==> src/rtl/scandoubler_rotate_memif.sv <==
// scandoubler_rotate_memif
// Frame-buffer memory arbiter for a rotating scandoubler. Incoming video is
// written cornerturned (source column becomes stored row) in 16-word bursts.
// Outgoing rows are fetched in 8-word read bursts. Reads win arbitration by
// default. Defining SCANDOUBLER_ROTATE_MEMIF_WPRIO_EN gives writes priority
// instead.
//
// Ports
//   clk_sys, reset        : clock, synchronous active-high reset
//   vidin_*               : write side: req, frame, row, col, data in; ack out
//   vidout_*              : read side: req, frame, row, col in; data, ack out
//   ram_req/we/addr/wdata : word request to memory
//   ram_ack/rvalid/rdata  : request accepted, in-order read data return
//
// state  | meaning
// IDLE   | arbitrate between read and write requests
// WSETUP | two-cycle wait while the write source catches up after an ack
// WRITE  | write request held until ram_ack
// RISSUE | issuing 8 reads at col_base+0..7
// RDRAIN | all reads issued, waiting for the remaining read data
module scandoubler_rotate_memif #(
    parameter int ADDR_WIDTH = 24,
    parameter int BASE_ADDR  = 0
) (
    input  logic                  clk_sys,
    input  logic                  reset,
    input  logic                  vidin_req,
    input  logic                  vidin_frame,
    input  logic [9:0]            vidin_row,
    input  logic [9:0]            vidin_col,
    input  logic [15:0]           vidin_d,
    output logic                  vidin_ack,
    input  logic                  vidout_req,
    input  logic                  vidout_frame,
    input  logic [9:0]            vidout_row,
    input  logic [9:0]            vidout_col,
    output logic [15:0]           vidout_d,
    output logic                  vidout_ack,
    output logic                  ram_req,
    output logic                  ram_we,
    output logic [ADDR_WIDTH-1:0] ram_addr,
    output logic [15:0]           ram_wdata,
    input  logic                  ram_ack,
    input  logic                  ram_rvalid,
    input  logic [15:0]           ram_rdata
);

    localparam logic [2:0] IDLE   = 3'd0;
    localparam logic [2:0] WSETUP = 3'd1;
    localparam logic [2:0] WRITE  = 3'd2;
    localparam logic [2:0] RISSUE = 3'd3;
    localparam logic [2:0] RDRAIN = 3'd4;

    logic [2:0]            state_q, state_d;
    logic                  setup_q, setup_d;
    logic [3:0]            wr_cnt_q, wr_cnt_d;
    logic [2:0]            iss_cnt_q, iss_cnt_d;
    logic [3:0]            rv_cnt_q, rv_cnt_d;
    logic [9:0]            col_base_q, col_base_d;
    logic                  rd_frame_q, rd_frame_d;
    logic [9:0]            rd_row_q, rd_row_d;
    logic                  ram_req_q, ram_req_d;
    logic                  ram_we_q, ram_we_d;
    logic [ADDR_WIDTH-1:0] ram_addr_q, ram_addr_d;
    logic [15:0]           ram_wdata_q, ram_wdata_d;
    logic                  vidin_ack_q, vidin_ack_d;
    logic                  vidout_ack_q, vidout_ack_d;
    logic [15:0]           vidout_d_q, vidout_d_d;
    logic                  rv_hit;
    logic                  go_read, go_write;
    logic [9:0]            next_col;

    function automatic logic [ADDR_WIDTH-1:0] mk_addr(input logic [20:0] idx);
        return ADDR_WIDTH'(BASE_ADDR) + ADDR_WIDTH'(idx);
    endfunction

    always_comb begin
        state_d      = state_q;
        setup_d      = setup_q;
        wr_cnt_d     = wr_cnt_q;
        iss_cnt_d    = iss_cnt_q;
        rv_cnt_d     = rv_cnt_q;
        col_base_d   = col_base_q;
        rd_frame_d   = rd_frame_q;
        rd_row_d     = rd_row_q;
        ram_req_d    = ram_req_q;
        ram_we_d     = ram_we_q;
        ram_addr_d   = ram_addr_q;
        ram_wdata_d  = ram_wdata_q;
        vidin_ack_d  = 1'b0;
        vidout_ack_d = 1'b0;
        vidout_d_d   = vidout_d_q;
        go_read      = 1'b0;
        go_write     = 1'b0;
        next_col     = col_base_q + {7'd0, iss_cnt_q} + 10'd1;

        // Read data is only accepted while a read burst is open and short of 8.
        rv_hit = ram_rvalid && (state_q == RISSUE || state_q == RDRAIN) && (rv_cnt_q != 4'd8);
        if (rv_hit) begin
            vidout_ack_d = 1'b1;
            vidout_d_d   = ram_rdata;
            rv_cnt_d     = rv_cnt_q + 4'd1;
        end

        case (state_q)
            IDLE: begin
                ram_req_d = 1'b0;
                ram_we_d  = 1'b0;
                rv_cnt_d  = 4'd0;
`ifdef SCANDOUBLER_ROTATE_MEMIF_WPRIO_EN
                go_write = vidin_req;
                go_read  = vidout_req && !vidin_req;
`else
                go_read  = vidout_req;
                go_write = vidin_req && !vidout_req;
`endif
                if (go_read) begin
                    state_d    = RISSUE;
                    col_base_d = vidout_col;
                    rd_frame_d = vidout_frame;
                    rd_row_d   = vidout_row;
                    iss_cnt_d  = 3'd0;
                    ram_req_d  = 1'b1;
                    ram_addr_d = mk_addr({vidout_frame, vidout_row, vidout_col});
                end else if (go_write) begin
                    state_d = WSETUP;
                    setup_d = 1'b0;
                end
            end
            WSETUP: begin
                if (setup_q) begin
                    state_d     = WRITE;
                    setup_d     = 1'b0;
                    ram_req_d   = 1'b1;
                    ram_we_d    = 1'b1;
                    ram_addr_d  = mk_addr({vidin_frame, vidin_col, vidin_row});
                    ram_wdata_d = vidin_d;
                end else begin
                    setup_d = 1'b1;
                end
            end
            WRITE: begin
                if (ram_ack) begin
                    ram_req_d   = 1'b0;
                    ram_we_d    = 1'b0;
                    vidin_ack_d = 1'b1;
                    wr_cnt_d    = wr_cnt_q + 4'd1;
                    state_d     = (wr_cnt_q == 4'd15) ? IDLE : WSETUP;
                end
            end
            RISSUE: begin
                if (ram_ack) begin
                    iss_cnt_d = iss_cnt_q + 3'd1;
                    if (iss_cnt_q == 3'd7) begin
                        ram_req_d = 1'b0;
                        state_d   = RDRAIN;
                    end else begin
                        ram_addr_d = mk_addr({rd_frame_q, rd_row_q, next_col});
                    end
                end
            end
            RDRAIN: begin
                if (rv_cnt_d == 4'd8) state_d = IDLE;
            end
            default: state_d = IDLE;
        endcase
    end

    always_ff @(posedge clk_sys) begin
        if (reset) begin
            state_q      <= IDLE;
            setup_q      <= 1'b0;
            wr_cnt_q     <= 4'd0;
            iss_cnt_q    <= 3'd0;
            rv_cnt_q     <= 4'd0;
            col_base_q   <= 10'd0;
            rd_frame_q   <= 1'b0;
            rd_row_q     <= 10'd0;
            ram_req_q    <= 1'b0;
            ram_we_q     <= 1'b0;
            ram_addr_q   <= '0;
            ram_wdata_q  <= 16'd0;
            vidin_ack_q  <= 1'b0;
            vidout_ack_q <= 1'b0;
            vidout_d_q   <= 16'd0;
        end else begin
            state_q      <= state_d;
            setup_q      <= setup_d;
            wr_cnt_q     <= wr_cnt_d;
            iss_cnt_q    <= iss_cnt_d;
            rv_cnt_q     <= rv_cnt_d;
            col_base_q   <= col_base_d;
            rd_frame_q   <= rd_frame_d;
            rd_row_q     <= rd_row_d;
            ram_req_q    <= ram_req_d;
            ram_we_q     <= ram_we_d;
            ram_addr_q   <= ram_addr_d;
            ram_wdata_q  <= ram_wdata_d;
            vidin_ack_q  <= vidin_ack_d;
            vidout_ack_q <= vidout_ack_d;
            vidout_d_q   <= vidout_d_d;
        end
    end

    assign ram_req    = ram_req_q;
    assign ram_we     = ram_we_q;
    assign ram_addr   = ram_addr_q;
    assign ram_wdata  = ram_wdata_q;
    assign vidin_ack  = vidin_ack_q;
    assign vidout_ack = vidout_ack_q;
    assign vidout_d   = vidout_d_q;

endmodule

==> config.mk <==
export PLATFORM = sky130hd
export DESIGN_NAME = scandoubler_rotate_memif
export DESIGN_NICKNAME = d
export VERILOG_FILES = /design/src/rtl/scandoubler_rotate_memif.sv
export SDC_FILE = /design/constraint.sdc
export NUM_CORES = 1
export LEC_CHECK = 0
export CORE_AREA = 3 3 106 108
export CTS_CLUSTER_DIAMETER = 150
export CTS_CLUSTER_SIZE = 24
export DETAILED_ROUTE_END_ITERATION = 7
export DIE_AREA = 0 0 109 111
export MAX_ROUTING_LAYER = met4
export PLACE_DENSITY = 0.71
export REMOVE_ABC_BUFFERS = 1
export SYNTH_ARGS = -nofsm -noshare
export SYNTH_HDL_FRONTEND = slang
export SYNTH_SLANG_ARGS = --single-unit
==> constraint.sdc <==
create_clock -name clk_sys -period 6.04 [get_ports clk_sys]
set_clock_uncertainty 0.15 [all_clocks]
set_input_delay 0.906 -clock clk_sys [delete_from_list [all_inputs] [get_ports clk_sys]]
set_output_delay 0.906 -clock clk_sys [all_outputs]
set_load 0.01 [all_outputs]
==> results.py <==
metrics = {
    "synth": {
        "synth_top_area_cell": "dfxtp_1",
        "synth_compound_area_share_pct": 16.8,
        "synth.area.mux_share_pct": 6.99,
        "synth_top_area_share_pct": 44.9,
        "ys.flop_type": "dfxtp_1",
        "synth_top_family_by_area": "simple AND/OR/NAND/NOR gates",
        "yosys.area_share.simple_pct": 20.4,
        "synth_cell_types": 49,
        "ys_seq_elements": 93,
        "synthCells": 500,
        "synth_xor_xnor_area_share_pct": 2.95,
        "synth_fa_ha_area_share_pct": 2.89,
        "synth_edf_count": 0,
        "ys_seq_area_share_pct": 44.9,
        "synthArstFlopShare_pct": 0,
        "ys_warn_count": 0,
        "syn_area_mm2": 0.00415,
        "synthTopCellsByArea": "dfxtp_1 (45%), nand2_1 (11%), a21oi_1 (7.5%), mux2i_1 (7.0%), nor2_1 (4.3%)",
        "syn_area_per_cell_um2": 8.30,
    },
    "finish": {
        "fin_nets": 706,
        "final_layout_size_suffix_gt1_share_pct": 3.87,
        "final_cell_mix": "clkdlybuf4s50_1 (135), nand2_1 (117), dfxtp_1 (93)",
        "antennaDiodeCount": 0,
        "multi_input_area_mm2": 0.00209,
        "nFillCells": 985,
        "area_growth_pct": 38.3,
        "final_common_cell": "clkdlybuf4s50_1",
        "seq_area_mm2": 0.00186,
    },
    "setup_path": {
        "cp.required_ns": 6.18,
        "path_depth": 6,
        "critPathBufInv": 1,
        "critPathTopFamily": "simple AND/OR/NAND/NOR gates",
        "critPathSlowestCell": "nor3_4",
        "crit_type": "in2reg",
        "crit_chain": "clkdlybuf4s50_1 -> nand2_1 -> o211a_1 -> nor3_4 -> o211ai_1 -> a21oi_1",
        "crit_path_end_kind": "flop",
        "start_kind": "input pin",
        "reg2reg_depth": 6,
        "slowest_delay_ns": 0.86,
        "critPathArrivalTime_ns": 3.17,
        "cp_max_fo": 28,
    },
    "cts": {
        "insertion_delay_ns": 0.36,
        "clock-sinks": 93,
        "post_cts_resized": 0,
        "cts_tree": "built",
        "htreeDepth": 3,
        "clk_pin_slew_worst_paths_ns": 0.09,
        "numCtsBuffers": 9,
        "ctsHoldBuffers": 0,
        "post-cts-setup-buffers": 0,
        "root_buffer": "clkbuf_8",
        "clk_path_buf_depth": 2,
    },
    "timing": {
        "period_needed_ns": 3.04,
        "fin_setup_tns_ns": 0,
        "fmax_mhz": 329,
        "period_share_pct": 50.3,
        "worstMarginPinSlew_ns": 1.08,
        "maxSlewHeadroom_pct": 28.0,
        "slew_viol_final": 0,
        "setup_viol": 0,
        "hold_viol": 0,
        "grt_setup_unrepaired": "false",
    },
    "floorplanning": {
        "start_util_pct": 40.2,
        "row_count": 37,
        "fp.dieH_um": 111,
        "fp.dieW_um": 109,
        "pin_count": 140,
        "design.core.area_mm2": 0.0103,
        "fp.dieArea_mm2": 0.0121,
    },
    "outcome": {
        "outcome": "complete, no violations",
    },
    "grt": {
        "grt_start_max_net_pins": 51,
        "track_usage_pct": 18.8,
        "antenna_found_initial": 0,
        "grt_pass1_wl_um": 17800,
        "first_global_vias": 3811,
        "grt-ovfl-total": 0,
    },
    "power_and_ir_drop": {
        "p_leak_nw": 2.20,
        "p_clk_share_pct": 22.4,
        "vdd_ir_drop_max_mv": 0.143,
        "p_int_mw": 1.29,
        "power_mw": 1.98,
        "comb_power_share_pct": 37.4,
        "sw_frac_of_total_pct": 34.7,
        "power_density_mw_per_mm2": 345,
        "seqPwrFrac_pct": 40.2,
        "p_switching_mw": 0.686,
    },
    "detailed_routing": {
        "drt_iter0_markers": 174,
        "viasPerCell": 5.09,
        "wirelength_um": 11100,
        "via_count": 3850,
        "first_pass_iters": 4,
        "ant_nets": 0,
        "wire_per_inst_um": 14.7,
        "drc": 0,
    },
    "min_path": {
        "holdPathStages": 2,
        "min_path_type": "reg2reg",
    },
    "place": {
        "routabilityCongestion": 0.792,
        "dpl.hpwl_um": 7900,
        "numPortBuffers": 136,
    },
    "run": {
        "drv_cap": 0,
    },
}
-- through the flow --
stage / util, % / setup WS [ns] / hold WS [ns] / instance area, µm² / cells
2_1_floorplan: - / 3.41 / 0.280 / 3990 / 467
3_3_place_gp: 53.6 / 2.67 / 0.291 / 5540 / 742
3_5_place_dp: 53.6 / 2.62 / 0.298 / 5540 / 742
4_1_cts: 55.6 / 3.01 / 0.309 / 5740 / 756
5_1_grt: 55.6 / 2.89 / 0.327 / 5740 / 756
6_report: 55.6 / 3.00 / 0.305 / 5740 / 756
-- tightest hold or removal path, stage by stage, from the launching register on --
cell and delay (ns):
dfxtp_1 0.32, nand2_1 0.05, a21oi_1 0.05
-- worst paths after layout --
kind / from / end / slack, ns
worst min register to register: ram_req$_SDFFE_PP0P_ / ram_req$_SDFFE_PP0P_ / 0.30
worst max register to register: state_q[1]$_SDFFE_PP0P_ / ram_addr[16]$_SDFFE_PP0P_ / 3.20
worst max-delay path: ram_ack / ram_addr[16]$_SDFFE_PP0P_ / 3.00
worst min-delay path: ram_req$_SDFFE_PP0P_ / ram_req$_SDFFE_PP0P_ / 0.30
-- power groups by stage --
stage	clock (mW)	sequential, mW	combinational, mW
after detailed placement	0	0.809	0.744
after floorplan	0	0.846	0.373
after global placement	0	0.805	0.730
after CTS	0.456	0.795	0.747
after global routing	0.485	0.809	0.811
final	0.444	0.795	0.740
-- logic make-up after synthesis --
family | count (synthesis)
buffers and inverters | 44
AOI/OAI and AO/OA | 111
other | 1
xor gates and xnor gates | 14
and+or+nand+nor | 199
muxes | 29
DFF | 93
adders and majority gates | 9
-- cell type report --
type | count | area share [%]
inverter | 9 | 0.589
tap | 136 | 2.97
timing repair buffer | 139 | 24.0
clock buffer | 10 | 2.22
sequential | 93 | 32.4
clock inverter | 4 | 1.29
multi-input combinational | 365 | 36.5
-- synth_stat cells, types with 2 or more instances --
cell type	instances
nor2b_1	3
nand3b_1	2
and3_1	4
buf_2	3
nor2_1	47
xor2_1	10
nand2b_1	5
dfxtp_1	93
nand3_1	2
nand4_1	3
xnor2_1	4
a22oi_1	2
nor3b_1	2
nor4_1	2
ha_1	8
a221oi_1	3
mux2i_1	29
a41oi_1	2
a211oi_1	9
nand2_1	117
a21oi_1	62
o21ai_0	4
a311oi_1	2
buf_6	3
inv_2	2
o211ai_1	15
a32oi_1	2
buf_4	4
inv_1	7
nor3_1	6
clkbuf_1	25
-- layer usage --
| layer | track usage, % | vias up | part of all wire (%) |
|---|---|---|---|
| li1 | - | 1938 | - |
| met1 | 23.9 | 1739 | 43 |
| met2 | 27.7 | 154 | 45 |
| met3 | 5.42 | 19 | 10 |
| met4 | 8.16 | 0 | 2.1 |
| met5 | - | - | 0 |
-- state kept, by name, summed over array words and instances, names as in the netlist, 3 cells and up --
| name | count |
|---|---|
| ram_addr | 21 |
| ram_wdata | 16 |
| vidout_d | 16 |
| col_base_q | 10 |
| rd_row_q | 10 |
| rv_cnt_q | 4 |
| wr_cnt_q | 4 |
| iss_cnt_q | 3 |
| state_q | 3 |
(Power assumes the default switching activity.)
==> patch 1 (same settings) <==
Change the parameter `ADDR_WIDTH` from 24 to 20.
--- a/src/rtl/scandoubler_rotate_memif.sv
+++ b/src/rtl/scandoubler_rotate_memif.sv
@@ -21,3 +21,3 @@
 module scandoubler_rotate_memif #(
-    parameter int ADDR_WIDTH = 24,
+    parameter int ADDR_WIDTH = 20,
     parameter int BASE_ADDR  = 0
Interface: changed (resized ram_addr); port bits go from 140 to 136. The function was not compared with the original's and may differ.
==> patch 1 against the original RTL <==
Area after synthesis grew 0.51%; die area is the same; total power shrank 1.9%; design area shrank 0.57%; routed wire length grew 2.4%; worst setup slack lost 390 ps; first-iteration DRC count grew 70%; combinational power shrank 3%; non-clock buffer count shrank 5; sequential cell count shrank 2; critical endpoint is now ram_addr[7].
==> patch 1: results (changes against the original RTL) <==
[outcome]
status = complete, no violations

[worst_hold_path]
min_path_cells = 2  ; unchanged
min_to = ram_addr[11]
min-delay-start = ram_addr[11]

[worst_setup_path]
arrival_ps = 3550  ; +380 ps
path_max_fanout = 43  ; +54%
r2r-end = ram_addr[7]
reg2regPathDepth = 5  ; -1

[power]
cellLeakagePower_nw = 2.15  ; -2.3%
ir_drop_mv = 0.146  ; +2.0%

[cts]
cts.htree.levels = 3  ; unchanged
cts-resized-gates = 0  ; unchanged

[grt]
grt_start_max_net_pins = 57  ; +12%
use_met1_pct = 24.7  ; +0.85 points
grt_usage_pct = 19.2  ; +0.35 points
grt_pass1_wl_um = 18400  ; +3.5%
met3_usage_pct = 3.09  ; -2.3 points

[routing]
wl_met2_um = 5400  ; +8.4%
wl_met1_um = 5220  ; +8.7%
wl_per_cell_um = 15.0  ; +2.1%
wl_met3_um = 598  ; -46%
drt_iter0_drc = 296  ; +70%
vias_per_cell = 5.12  ; +0.46%

[timing]
holdWs_ps = 303  ; -1.30 ps
min_period_over_period_pct = 56.8  ; +6.5 points
worst_pin_slew_ps = 1210  ; +132 ps

[placement]
postPlaceCellArea_um2 = 5520  ; -0.32%
dp.final_hpwl_um = 7830  ; -0.89%
port_buffers = 133  ; -2.2%
gp_congestion = 0.881  ; +11%

[synth]
yosysSeqAreaShare_pct = 43.7  ; -1.2 points
syn_avg_cell_area_um2 = 8.28  ; -0.29%
netlist_top_cells_area = dfxtp_1 (44%), nand2_1 (11%), mux2i_1 (7.2%)

[final_layout]
drive_gt1_share_pct = 5.31  ; +1.4 points
largest_reg_flops = 20  ; -4.8%
instances_no_fill = 758  ; +0.26%

[patch 1: cell types whose count changed in the layout (fill, tap and decap cells not counted), moves of 3 or more]
cell,change
a211oi_1,-3
xnor2_1,+3
conb_1,-3
nand2_1,+4
xor2_1,-6
nand2b_1,-3
and2_1,+3
a21oi_1,-3
nor2b_1,+3
clkdlybuf4s50_1,-3
dfxtp_1,-3
nand3_1,+5
[patch 1: how the worst max path moves through the flow]
stage	start	endpoint	cells past startpoint
6_report	state_q[1]	ram_addr[7]	5
5_1_grt	state_q[1]	ram_addr[7]	5
4_1_cts	state_q[1]	ram_addr[7]	5
3_5_place_dp	vidout_req	ram_addr[7]	5
3_3_place_gp	vidout_req	ram_addr[7]	5
2_1_floorplan	state_q[0]	ram_addr[7]	5
[patch 1: power breakdown]
group | leakage [nW] | internal, mW | switching, mW | total [mW]
clock | 0.0908 | 0.165 | 0.232 | 0.397
combinational | 1.32 | 0.342 | 0.380 | 0.721
sequential | 0.741 | 0.702 | 0.120 | 0.822
[patch 1: cell families after synthesis]
group                    Yosys count  share of synthesized area [%]
XOR/XNOR                          11                           2.31
buffers and inverters             41                           4.65
AO/OA/AOI/OAI                    109                           16.6
flip-flops                        91                           43.7
multiplexers                      31                           7.47
adder cells (fa/ha/maj)            9                           2.88
AND/OR/NAND/NOR                  212                           22.4
[patch 1: cell type report]
class,instances,area [um^2]
inverters,9,33.8
fillers,922,4620
repair buffers,134,1330
well taps,136,170
clock buffers,10,138
multi-input cells,372,2160
clock inverters,6,48.8
flip-flops and latches,91,1820
[patch 1: worst max-delay path, cell delays in order, from the launching register on]
cell and delay, ps:
dfxtp_2 1000, nor3_2 120, nand2_1 770, and2_1 770, a221oi_1 180, a311oi_1 310
==> patch 2 (same settings) <==
Made on the original files. Make the reset (`reset`) asynchronous in one clocked block. Comments in the files are not updated.
--- a/src/rtl/scandoubler_rotate_memif.sv
+++ b/src/rtl/scandoubler_rotate_memif.sv
@@ -168,3 +168,3 @@
 
-    always_ff @(posedge clk_sys) begin
+    always_ff @(posedge clk_sys or posedge reset) begin
         if (reset) begin
Function: differs if reset is asserted again (counterexample within 4 cycles, from zero or initial values and one cycle with reset high); with reset held inactive, the same outputs for 4 cycles.
==> patch 2 against the original RTL <==
Routed wire length up 0.57%; worst setup slack better by 120 ps; sequential cell count unchanged; global-route usage up 1.1 points; design area up 6.9%; largest cell class is now flip-flops and latches; count of clock-buffer cells in the layout unchanged; highest routed layer unchanged; area after synthesis up 8.4%.
Power is not compared: it rests on default switching activity, and its combinational part moved more than twofold at a synthesized area within 25%.
==> patch 2: results (changes against the original RTL) <==
[outcome]
status = complete, no violations

[placement]
dp.final_hpwl_um = 8030  ; +1.6%
dpl.cell_count = 682  ; -8.1%
gp_congestion = 0.879  ; +11%
postPlaceCellArea_um2 = 5910  ; +6.8%

[final_layout]
fillCellCount = 866  ; -12%
nNetsFinal = 646  ; -8.5%
drive_gt1_share_pct = 10.9  ; +7.0 points
instances_no_fill = 698  ; -7.7%

[synth]
synth_top_flop_cell = dfrtp_1
ys_types = 60  ; +22%
synthArstFlopShare_pct = 100  ; +100 points
yosysSeqAreaShare_pct = 51.7  ; +6.9 points
syn_avg_cell_area_um2 = 10.5  ; +26%
netlist_top_cells_area = dfrtp_1 (52%), mux2_2 (8.0%), nand2_1 (5.4%)
synthTopCellsByCount = dfrtp_1 (93), nand2_1 (65), mux2_2 (32), a21oi_1 (27), nor2_1 (24)

[routing]
vias_per_cell = 5.24  ; +3.0%
wl_per_cell_um = 16.0  ; +8.9%
drt_iter0_drc = 125  ; -28%

[cts]
cts_buffer_depth = 2  ; unchanged

[grt]
grt_start_max_net_pins = 53  ; +3.9%
grt_usage_pct = 19.9  ; +1.1 points
grt_pass1_wl_um = 18700  ; +5.1%

[worst_setup_path]
path_max_fanout = 27  ; -3.6%
slowest_stage = clkdlybuf4s50_1
arrival_ps = 3010  ; -160 ps
crit_path_max_incr_delay_ps = 580  ; -280 ps

[timing]
max_slew_margin_pct = 22.8  ; -5.2 points

-- patch 2: cell types whose count changed in the layout (fill, tap and decap cells not counted), sizes merged, moves of 14 or more --
| cell | before | now |
|---|---|---|
| a21oi | 62 | 28 |
| dfrtp | 0 | 93 |
| dfxtp | 93 | 0 |
| mux2 | 0 | 33 |
| mux2i | 29 | 15 |
| nand2 | 117 | 65 |
| nand3 | 2 | 17 |
| nor2 | 47 | 27 |
| o211ai | 15 | 1 |
| o21ai | 4 | 27 |
-- patch 2: final timing paths --
check	from	endpoint	slack (ps)	depth (start not counted)
min in group asynchronous	reset	ram_wdata[14]	810	2
setup / recovery	vidout_req	ram_addr[4]	3130	5
hold / removal	rd_row_q[2]	rd_row_q[2]	330	2
hold reg to reg	rd_row_q[2]	rd_row_q[2]	330	2
setup reg to reg	state_q[0]	ram_addr[6]	3200	4
max in group asynchronous	reset	ram_wdata[5]	3810	3
-- patch 2: per-stage QoR --
step           power [mW]  setup slack (ps)  hold slack [ps]
5_1_grt              3.37              2820              347
4_1_cts              3.15              3130              338
6_report             3.11              3130              333
2_1_floorplan        1.99              2560              295
3_5_place_dp         2.67              2750              315
3_3_place_gp         2.62              2770              309
-- patch 2: cell families (layout without fill, tap and decap cells) --
family          Yosys count  after routing  synth area share (%)
buf+inv                  41            171                  4.70
compound gates           88             88                  12.6
fa+ha+maj                 9              9                  2.67
other cells               1              3                0.0834
flops                    93             93                  51.7
mux                      48             48                  11.6
simple gates            144            144                  15.5
xor+xnor                  6              6                  1.17
-- patch 2: critical path: cells and delay by family --
| family | cells | cell delay, ps |
|---|---|---|
| AND/OR/NAND/NOR | 3 | 1120 |
| buffers and inverters | 1 | 580 |
| AO/OA/AOI/OAI | 1 | 380 |
-- patch 2: power breakdown --
part,internal [mW],switching [mW]
Sequential,0.920,0.214
Combinational,0.785,0.732
Clock,0.238,0.225
-- patch 2: final cells by class --
type / count / area (um^2) / area share [%]
flip-flops and latches: 93 / 2330 / 37.9
repair buffers: 140 / 1390 / 22.7
clock buffers: 10 / 128 / 2.08
inverters: 15 / 57.6 / 0.938
well taps: 136 / 170 / 2.77
multi-input cells: 298 / 1970 / 32.1
clock inverters: 6 / 95.1 / 1.55
-- patch 2: layer usage --
layer | GRT usage [%] | routed length (um) | up-vias
met1 | 25.2 | 4770 | 1761
met5 | - | 0 | -
met3 | 5.36 | 808 | 12
met4 | 5.30 | 145 | 0
met2 | 31.4 | 5450 | 136
li1 | - | - | 1752
